### config.mk
export PLATFORM = sky130hd
export DESIGN_NAME = dsp_mac_pipe
export DESIGN_NICKNAME = d
export VERILOG_FILES = /design/src/rtl/dsp_mac_pipe.sv
export SDC_FILE = /design/constraint.sdc
export NUM_CORES = 2
export LEC_CHECK = 0
export BUFFER_PORTS_ARGS = -buffer_cell sky130_fd_sc_hd__buf_4
export CAP_MARGIN = 10
export CORE_MARGIN = 4
export CORE_UTILIZATION = 65
export CTS_BUF_LIST = sky130_fd_sc_hd__clkbuf_8
export CTS_CLUSTER_SIZE = 28
export DETAILED_ROUTE_END_ITERATION = 8
export MAX_ROUTING_LAYER = met4
export PLACE_DENSITY_LB_ADDON = 0.12
export SETUP_SLACK_MARGIN = 0.05
export SLEW_MARGIN = 40
export SYNTH_ARGS = -nofsm -noshare
export SYNTH_HDL_FRONTEND = slang
export SYNTH_SLANG_ARGS = --single-unit
### constraint.sdc
create_clock -name clk -period 14.25 [get_ports clk]
set_input_delay 0.7125 -clock clk [delete_from_list [all_inputs] [get_ports clk]]
set_output_delay 0.7125 -clock clk [all_outputs]
set_load 0.03 [all_outputs]
### src/rtl/dsp_mac_pipe.sv
// Pipelined signed multiply-accumulate: optional pre-adder, M_STAGES multiplier registers,
// post-adder with sticky overflow. Define DSP_MAC_PIPE_SAT_EN to saturate instead of wrap.
module dsp_mac_pipe #(
  parameter int A_W      = 18,
  parameter int B_W      = 18,
  parameter int P_W      = 48,
  parameter int M_STAGES = 1
) (
  input  logic                  clk,
  input  logic                  RSTA,
  input  logic                  ce,
  input  logic                  in_valid,
  input  logic signed [A_W-1:0] a,
  input  logic signed [B_W-1:0] b,
  input  logic signed [B_W-1:0] d,
  input  logic signed [P_W-1:0] c,
  input  logic [3:0]            op,
  input  logic                  clr_ovf,
  output logic                  out_valid,
  output logic signed [P_W-1:0] p,
  output logic                  ovf
);

  localparam int PRE_W = B_W + 1;
  localparam int PR_W  = A_W + B_W + 1;
  localparam int SUM_W = P_W + 1;
  localparam int LAST  = M_STAGES - 1;

  // stage 1: input capture
  logic signed [A_W-1:0]   a1_q, a1_d;
  logic signed [B_W-1:0]   b1_q, b1_d, d1_q, d1_d;
  logic signed [P_W-1:0]   c1_q, c1_d;
  logic [3:0]              op1_q, op1_d;
  logic                    v1_q, v1_d;

  // stage 2: pre-adder result
  logic signed [A_W-1:0]   a2_q, a2_d;
  logic signed [PRE_W-1:0] pre2_q, pre2_d;
  logic signed [P_W-1:0]   c2_q, c2_d;
  logic [3:0]              op2_q, op2_d;
  logic                    v2_q, v2_d;

  // multiplier stages, each carrying its beat's c/op/valid alongside the product
  logic signed [PR_W-1:0]  mul_q [M_STAGES];
  logic signed [PR_W-1:0]  mul_d [M_STAGES];
  logic signed [P_W-1:0]   mc_q  [M_STAGES];
  logic signed [P_W-1:0]   mc_d  [M_STAGES];
  logic [3:0]              mop_q [M_STAGES];
  logic [3:0]              mop_d [M_STAGES];
  logic                    mv_q  [M_STAGES];
  logic                    mv_d  [M_STAGES];

  // final stage
  logic signed [P_W-1:0]   p_q, p_d;
  logic                    out_valid_q, out_valid_d;
  logic                    ovf_q, ovf_d;

  logic signed [P_W-1:0]   prod_ext;
  logic signed [P_W-1:0]   z;
  logic signed [SUM_W-1:0] sum;
  logic                    sum_ovf;
  logic signed [P_W-1:0]   result;
  logic                    fire;

  always_comb begin
    a1_d  = a;
    b1_d  = b;
    d1_d  = d;
    c1_d  = c;
    op1_d = op;
    v1_d  = in_valid;

    a2_d  = a1_q;
    c2_d  = c1_q;
    op2_d = op1_q;
    v2_d  = v1_q;
    if (!op1_q[0])
      pre2_d = PRE_W'(b1_q);
    else if (op1_q[1])
      pre2_d = PRE_W'(d1_q) - PRE_W'(b1_q);
    else
      pre2_d = PRE_W'(d1_q) + PRE_W'(b1_q);

    mul_d[0] = PR_W'(a2_q) * PR_W'(pre2_q);
    mc_d[0]  = c2_q;
    mop_d[0] = op2_q;
    mv_d[0]  = v2_q;
    for (int i = 1; i < M_STAGES; i++) begin
      mul_d[i] = mul_q[i-1];
      mc_d[i]  = mc_q[i-1];
      mop_d[i] = mop_q[i-1];
      mv_d[i]  = mv_q[i-1];
    end

    prod_ext = P_W'(mul_q[LAST]);
    z        = mop_q[LAST][2] ? p_q : mc_q[LAST];
    if (mop_q[LAST][3])
      sum = SUM_W'(z) - SUM_W'(prod_ext);
    else
      sum = SUM_W'(z) + SUM_W'(prod_ext);
    // one extra bit of headroom: top two bits disagree exactly when P_W bits overflow
    sum_ovf = sum[P_W] ^ sum[P_W-1];
`ifdef DSP_MAC_PIPE_SAT_EN
    if (sum_ovf)
      result = sum[P_W] ? {1'b1, {(P_W-1){1'b0}}} : {1'b0, {(P_W-1){1'b1}}};
    else
      result = sum[P_W-1:0];
`else
    result = sum[P_W-1:0];
`endif

    fire        = ce & mv_q[LAST];
    p_d         = fire ? result : p_q;
    out_valid_d = ce ? mv_q[LAST] : out_valid_q;
    ovf_d       = (ovf_q & ~clr_ovf) | (fire & sum_ovf);
  end

  always_ff @(posedge clk or posedge RSTA) begin
    if (RSTA) begin
      a1_q        <= '0;
      b1_q        <= '0;
      d1_q        <= '0;
      c1_q        <= '0;
      op1_q       <= '0;
      v1_q        <= 1'b0;
      a2_q        <= '0;
      pre2_q      <= '0;
      c2_q        <= '0;
      op2_q       <= '0;
      v2_q        <= 1'b0;
      for (int i = 0; i < M_STAGES; i++) begin
        mul_q[i] <= '0;
        mc_q[i]  <= '0;
        mop_q[i] <= '0;
        mv_q[i]  <= 1'b0;
      end
      p_q         <= '0;
      out_valid_q <= 1'b0;
      ovf_q       <= 1'b0;
    end else begin
      if (ce) begin
        a1_q   <= a1_d;
        b1_q   <= b1_d;
        d1_q   <= d1_d;
        c1_q   <= c1_d;
        op1_q  <= op1_d;
        v1_q   <= v1_d;
        a2_q   <= a2_d;
        pre2_q <= pre2_d;
        c2_q   <= c2_d;
        op2_q  <= op2_d;
        v2_q   <= v2_d;
        for (int i = 0; i < M_STAGES; i++) begin
          mul_q[i] <= mul_d[i];
          mc_q[i]  <= mc_d[i];
          mop_q[i] <= mop_d[i];
          mv_q[i]  <= mv_d[i];
        end
      end
      // clr_ovf acts regardless of ce; p/out_valid already fold ce into their _d
      p_q         <= p_d;
      out_valid_q <= out_valid_d;
      ovf_q       <= ovf_d;
    end
  end

  assign p         = p_q;
  assign out_valid = out_valid_q;
  assign ovf       = ovf_q;

endmodule

---- Yosys cells after proc, flatten, opt, wreduce, memory -nomap -nowiden ----
Index checks and enable logic that the tools add are counted.
operators by class
  add/subtract/negate cells ............... 4
  $mul .................................... 1
  muxes and demuxes ....................... 4
  bitwise gates (word level) .............. 6
operators with widths
  kind              count
  $add A48 B37 Y49  1
  $mux W49          1
  $sub A48 B37 Y49  1
  $mux W48          1
  $mux W19          2
  $mul A18 B19 Y37  1
  $add A18 B18 Y19  1
  $sub A18 B18 Y19  1
  $and A1 B1 Y1     3
  $not A1 Y1        1
  $or A1 B1 Y1      1
  $xor A1 B1 Y1     1
storage, ports and cells
  register bits ........................... 337
  input port bits ......................... 111
  output and inout port bits .............. 50
  logic and storage cells ................. 33

---- Longest topological paths before layout ----
  depth in word-level cells ............... 6
  depth in mapped cells ................... 27
  depth with buffers taken out ............ 25

---- Worst setup path before layout ----
Ideal clock, no wire load.
  path kind ............................... flip-flop to flip-flop
  start ................................... reg pre2_q[7]
  end ..................................... reg mul_q[33] (netlist name)
  library setup time ...................... 0.125 ns
  arrival ................................. 6.409 ns
  required time ........................... 14.125 ns
  path slack .............................. 7.716 ns
  cell stages (with the launch flop) ...... 27
  path buffers ............................ 2
  clock period less this slack ............ 6.534 ns
  cells stage by stage .................... dfrtp_1 -> clkbuf_1 -> clkbuf_1 -> nand2_1 -> fa_1 -> inv_1 -> fa_1 -> inv_1 -> fa_1 -> inv_1 -> fa_1 -> fa_1 -> inv_1 -> fa_1 -> inv_1 -> ha_1 -> a21o_1 -> a21o_1 -> a21oi_1 -> nand3b_1 -> o21ai_0 -> o21ba_2 -> o221ai_1 -> a21o_1 -> a21o_1 -> xor2_1 -> mux2_2
on the way
  word-level cells in the longest chain between the ends .. 1
ends and longest elaborated chain
  item                            line  RTL
  start: declaration              38    logic signed [PRE_W-1:0] pre2_q, pre2_d;
  start signal: assignment        149   pre2_q <= pre2_d;
  $mul A18 B19 Y37                84    mul_d[0] = PR_W'(a2_q) * PR_W'(pre2_q);
  end signal: indexed assignment  154   mul_q[i] <= mul_d[i];
  end: declaration                44    logic signed [PR_W-1:0] mul_q [M_STAGES];
No other way between the ends.
A chain may end at the register's enable or synchronous reset.

---- Worst setup path after layout ----
  start ................................... reg pre2_q[7]
  end ..................................... reg mul_q[35] (netlist name)
The elaborated chain is that of the path after synthesis.

==> results_dict.tcl <==
set metrics [dict create \
    synth_commonest_cells "inv_1, fa_1, dfrtp_1, mux2_2, nand2_1" \
    synth.yosys.seq_area_share 0.279 \
    gp_congestion 0.913 \
    post_drt_via_cell_ratio 5.67 \
    synth_nets 3565 \
    post-cts-setup-buffers 0 \
    clock_sinks 333 \
    synth_edf_count 0 \
    drv_cap 0 \
    io_buffers 160 \
    fmax_ghz 0.135 \
    netlist.area_leader.share 0.279 \
    grt_start_max_net_pins 129 \
    final_nets 3665 \
    rows 78 \
    drive_gt1_frac 0.191 \
    clk_latency_ns 0.68 \
    cts_hold_buf 0 \
    firstDrtPassIters 6 \
    arrival_ns 7.98 \
    overflow 0 \
    root_buffer "clkbuf_8" \
    slew_violations 0 \
    mappedNetlistArea_mm2 0.0299 \
    first_global_vias 22500 \
    path_class "flip-flop to flip-flop" \
    chipWidth_um 223 \
    start_kind "flip-flop" \
    met2_usage 0.493 \
    grt-busiest-layer "met2" \
    wire_per_inst_um 18.8 \
    synth.distinct_cells 69 \
    start_util 0.658 \
    wl_mm 69.4 \
    met3_usage 0.0384 \
    dpl.hpwl_mm 53.3 \
    h-tree-depth 2 \
    use_met1 0.382 \
    cts_buffers 58 \
    hold_viol 0 \
    required_ns 14.81 \
    holdCritPathClass "primary input to asynchronous set/reset pin" \
    vias 20900 \
    outcome "finished clean" \
    synthTopCellsByArea "dfrtp_1, fa_1, mux2_2, ha_1, inv_1" \
    cp-end-kind "flip-flop" \
    drc_errors 0 \
    fin_setup_tns_ns 0 \
    worst_pin_slew_ns 0.856 \
    cts_buffer_depth 3 \
    async_flop_share 1.00 \
    yosys_warnings 0 \
    fp.coreArea_mm2 0.0455 \
    drtIter0Drc 1288 \
    ctsResizeCount 0 \
    grt_pass1_wl_mm 115 \
    clk_pin_slew_worst_paths_ns 0.06 \
    fin_skew_ns 0.0299 \
    die_y_um 223 \
    period_share 0.521 \
    rsz0062_at_grt "no" \
    boundaryPins 161 \
    syn2layout_area_growth_pct 9.43 \
    synth.most_common_cell "inv_1" \
    grt_use_total 0.295 \
    ys.flop_type "dfrtp_1" \
    antenna_found_initial 3 \
    finalWorstPathRequiredPeriod_ns 7.42 \
    yosysTopAreaCell "dfrtp_1" \
    n_antenna_cell 0 \
    path_max_fanout 19 \
    syn_inst 2944 \
    slew_headroom 0.430 \
    die_area_mm2 0.0495 \
    antenna_left 0 \
    cts_tree "done" \
    ys_ff_latch 333 \
    setup_viol 0 \
    whs_ns 0.104 \
    avgSynthCellArea_um2 10.2 \
]
[final cells by class]
type,count,area [um2]
Clock buffer,71,977
Inverter,441,1670
Sequential cell,333,8340
Clock inverter,33,210
Timing Repair Buffer,179,1390
Fill cell,3403,12700
Multi-Input combinational cell,2031,19400
Tap cell,600,751
[critical path, stage by stage (launching register included)]
cell      delay (ns)
dfrtp_1         0.81
nand2_1         0.17
fa_1            0.56
inv_1           0.05
fa_1            0.50
inv_1           0.06
fa_1            0.53
inv_1           0.05
fa_1            0.45
fa_1            0.49
inv_1           0.05
fa_1            0.55
inv_1           0.07
ha_1            0.35
a21o_1          0.20
a21o_1          0.17
a21oi_1         0.20
nand3b_1        0.09
o21ai_0         0.59
o21ba_2         0.31
o221ai_1        0.24
a211oi_1        0.30
o41ai_1         0.13
xnor2_1         0.13
mux2_2          0.27
[worst paths after layout]
kind | from | endpoint | slack, ns | depth (start not counted)
setup / recovery | pre2_q[7] | mul_q[35] | 6.83 | 24
hold / removal | RSTA | mc_q[40] | 0.10 | 2
setup reg to reg | pre2_q[7] | mul_q[35] | 6.83 | 24
hold reg to reg | c1_q[18] | c1_q[18] | 0.50 | 1
max in group asynchronous | RSTA | mc_q[16] | 12.38 | 4
min in group clk | clr_ovf | ovf | 0.22 | 2
[cells in the final DEF (no fill, tap or decap), drive strengths merged, types with 9 or more instances in the layout]
cell type / n
buf: 179
xor2: 36
nor2: 120
fa: 347
mux2i: 17
nand4: 9
nor2b: 11
dfrtp: 333
nand2: 271
clkbuf: 71
or3: 9
a211oi: 14
mux2: 296
nand3: 20
and2: 176
ha: 163
nor3: 26
xnor2: 109
and3: 9
inv: 459
o21ai: 106
clkinv: 11
nand2b: 20
a21o: 37
a31oi: 12
a21oi: 126
[sequential cells by signal (all words and copies together) (netlist names), 19 cells and up]
| register | count |
|---|---|
| c1_q | 48 |
| c2_q | 48 |
| mc_q | 48 |
| p | 48 |
| mul_q | 37 |
| pre2_q | 19 |
[cell families after synthesis]
family / Yosys count / synth area share
muxes: 313 / 0.118
DFF: 333 / 0.279
and+or+nand+nor: 692 / 0.112
adders and majority gates: 510 / 0.300
xor gates and xnor gates: 146 / 0.0432
buffers and inverters: 580 / 0.0728
AOI/OAI and AO/OA: 370 / 0.0755
[per-layer routing]
layer | vias to the layer above | part of all wire
met5 | - | 0
met2 | 523 | 0.51
met1 | 10600 | 0.41
met3 | 138 | 0.048
li1 | 9660 | -
met4 | 0 | 0.032
[through the flow]
stage / std cells / util / area, um2 / setup WS (ns)
after detailed placement: 3583 / 0.693 / 31500 / 6.90
after CTS: 3687 / 0.719 / 32700 / 6.90
final: 3688 / 0.720 / 32700 / 6.83
after global routing: 3688 / 0.720 / 32700 / 6.49
after floorplan: 2944 / - / 29900 / 4.31
after global placement: 3583 / 0.693 / 31500 / 7.06
Power is left out: the tool's default activity adds up to more than one toggle a clock period on the data nets, which glitch-free logic cannot reach.
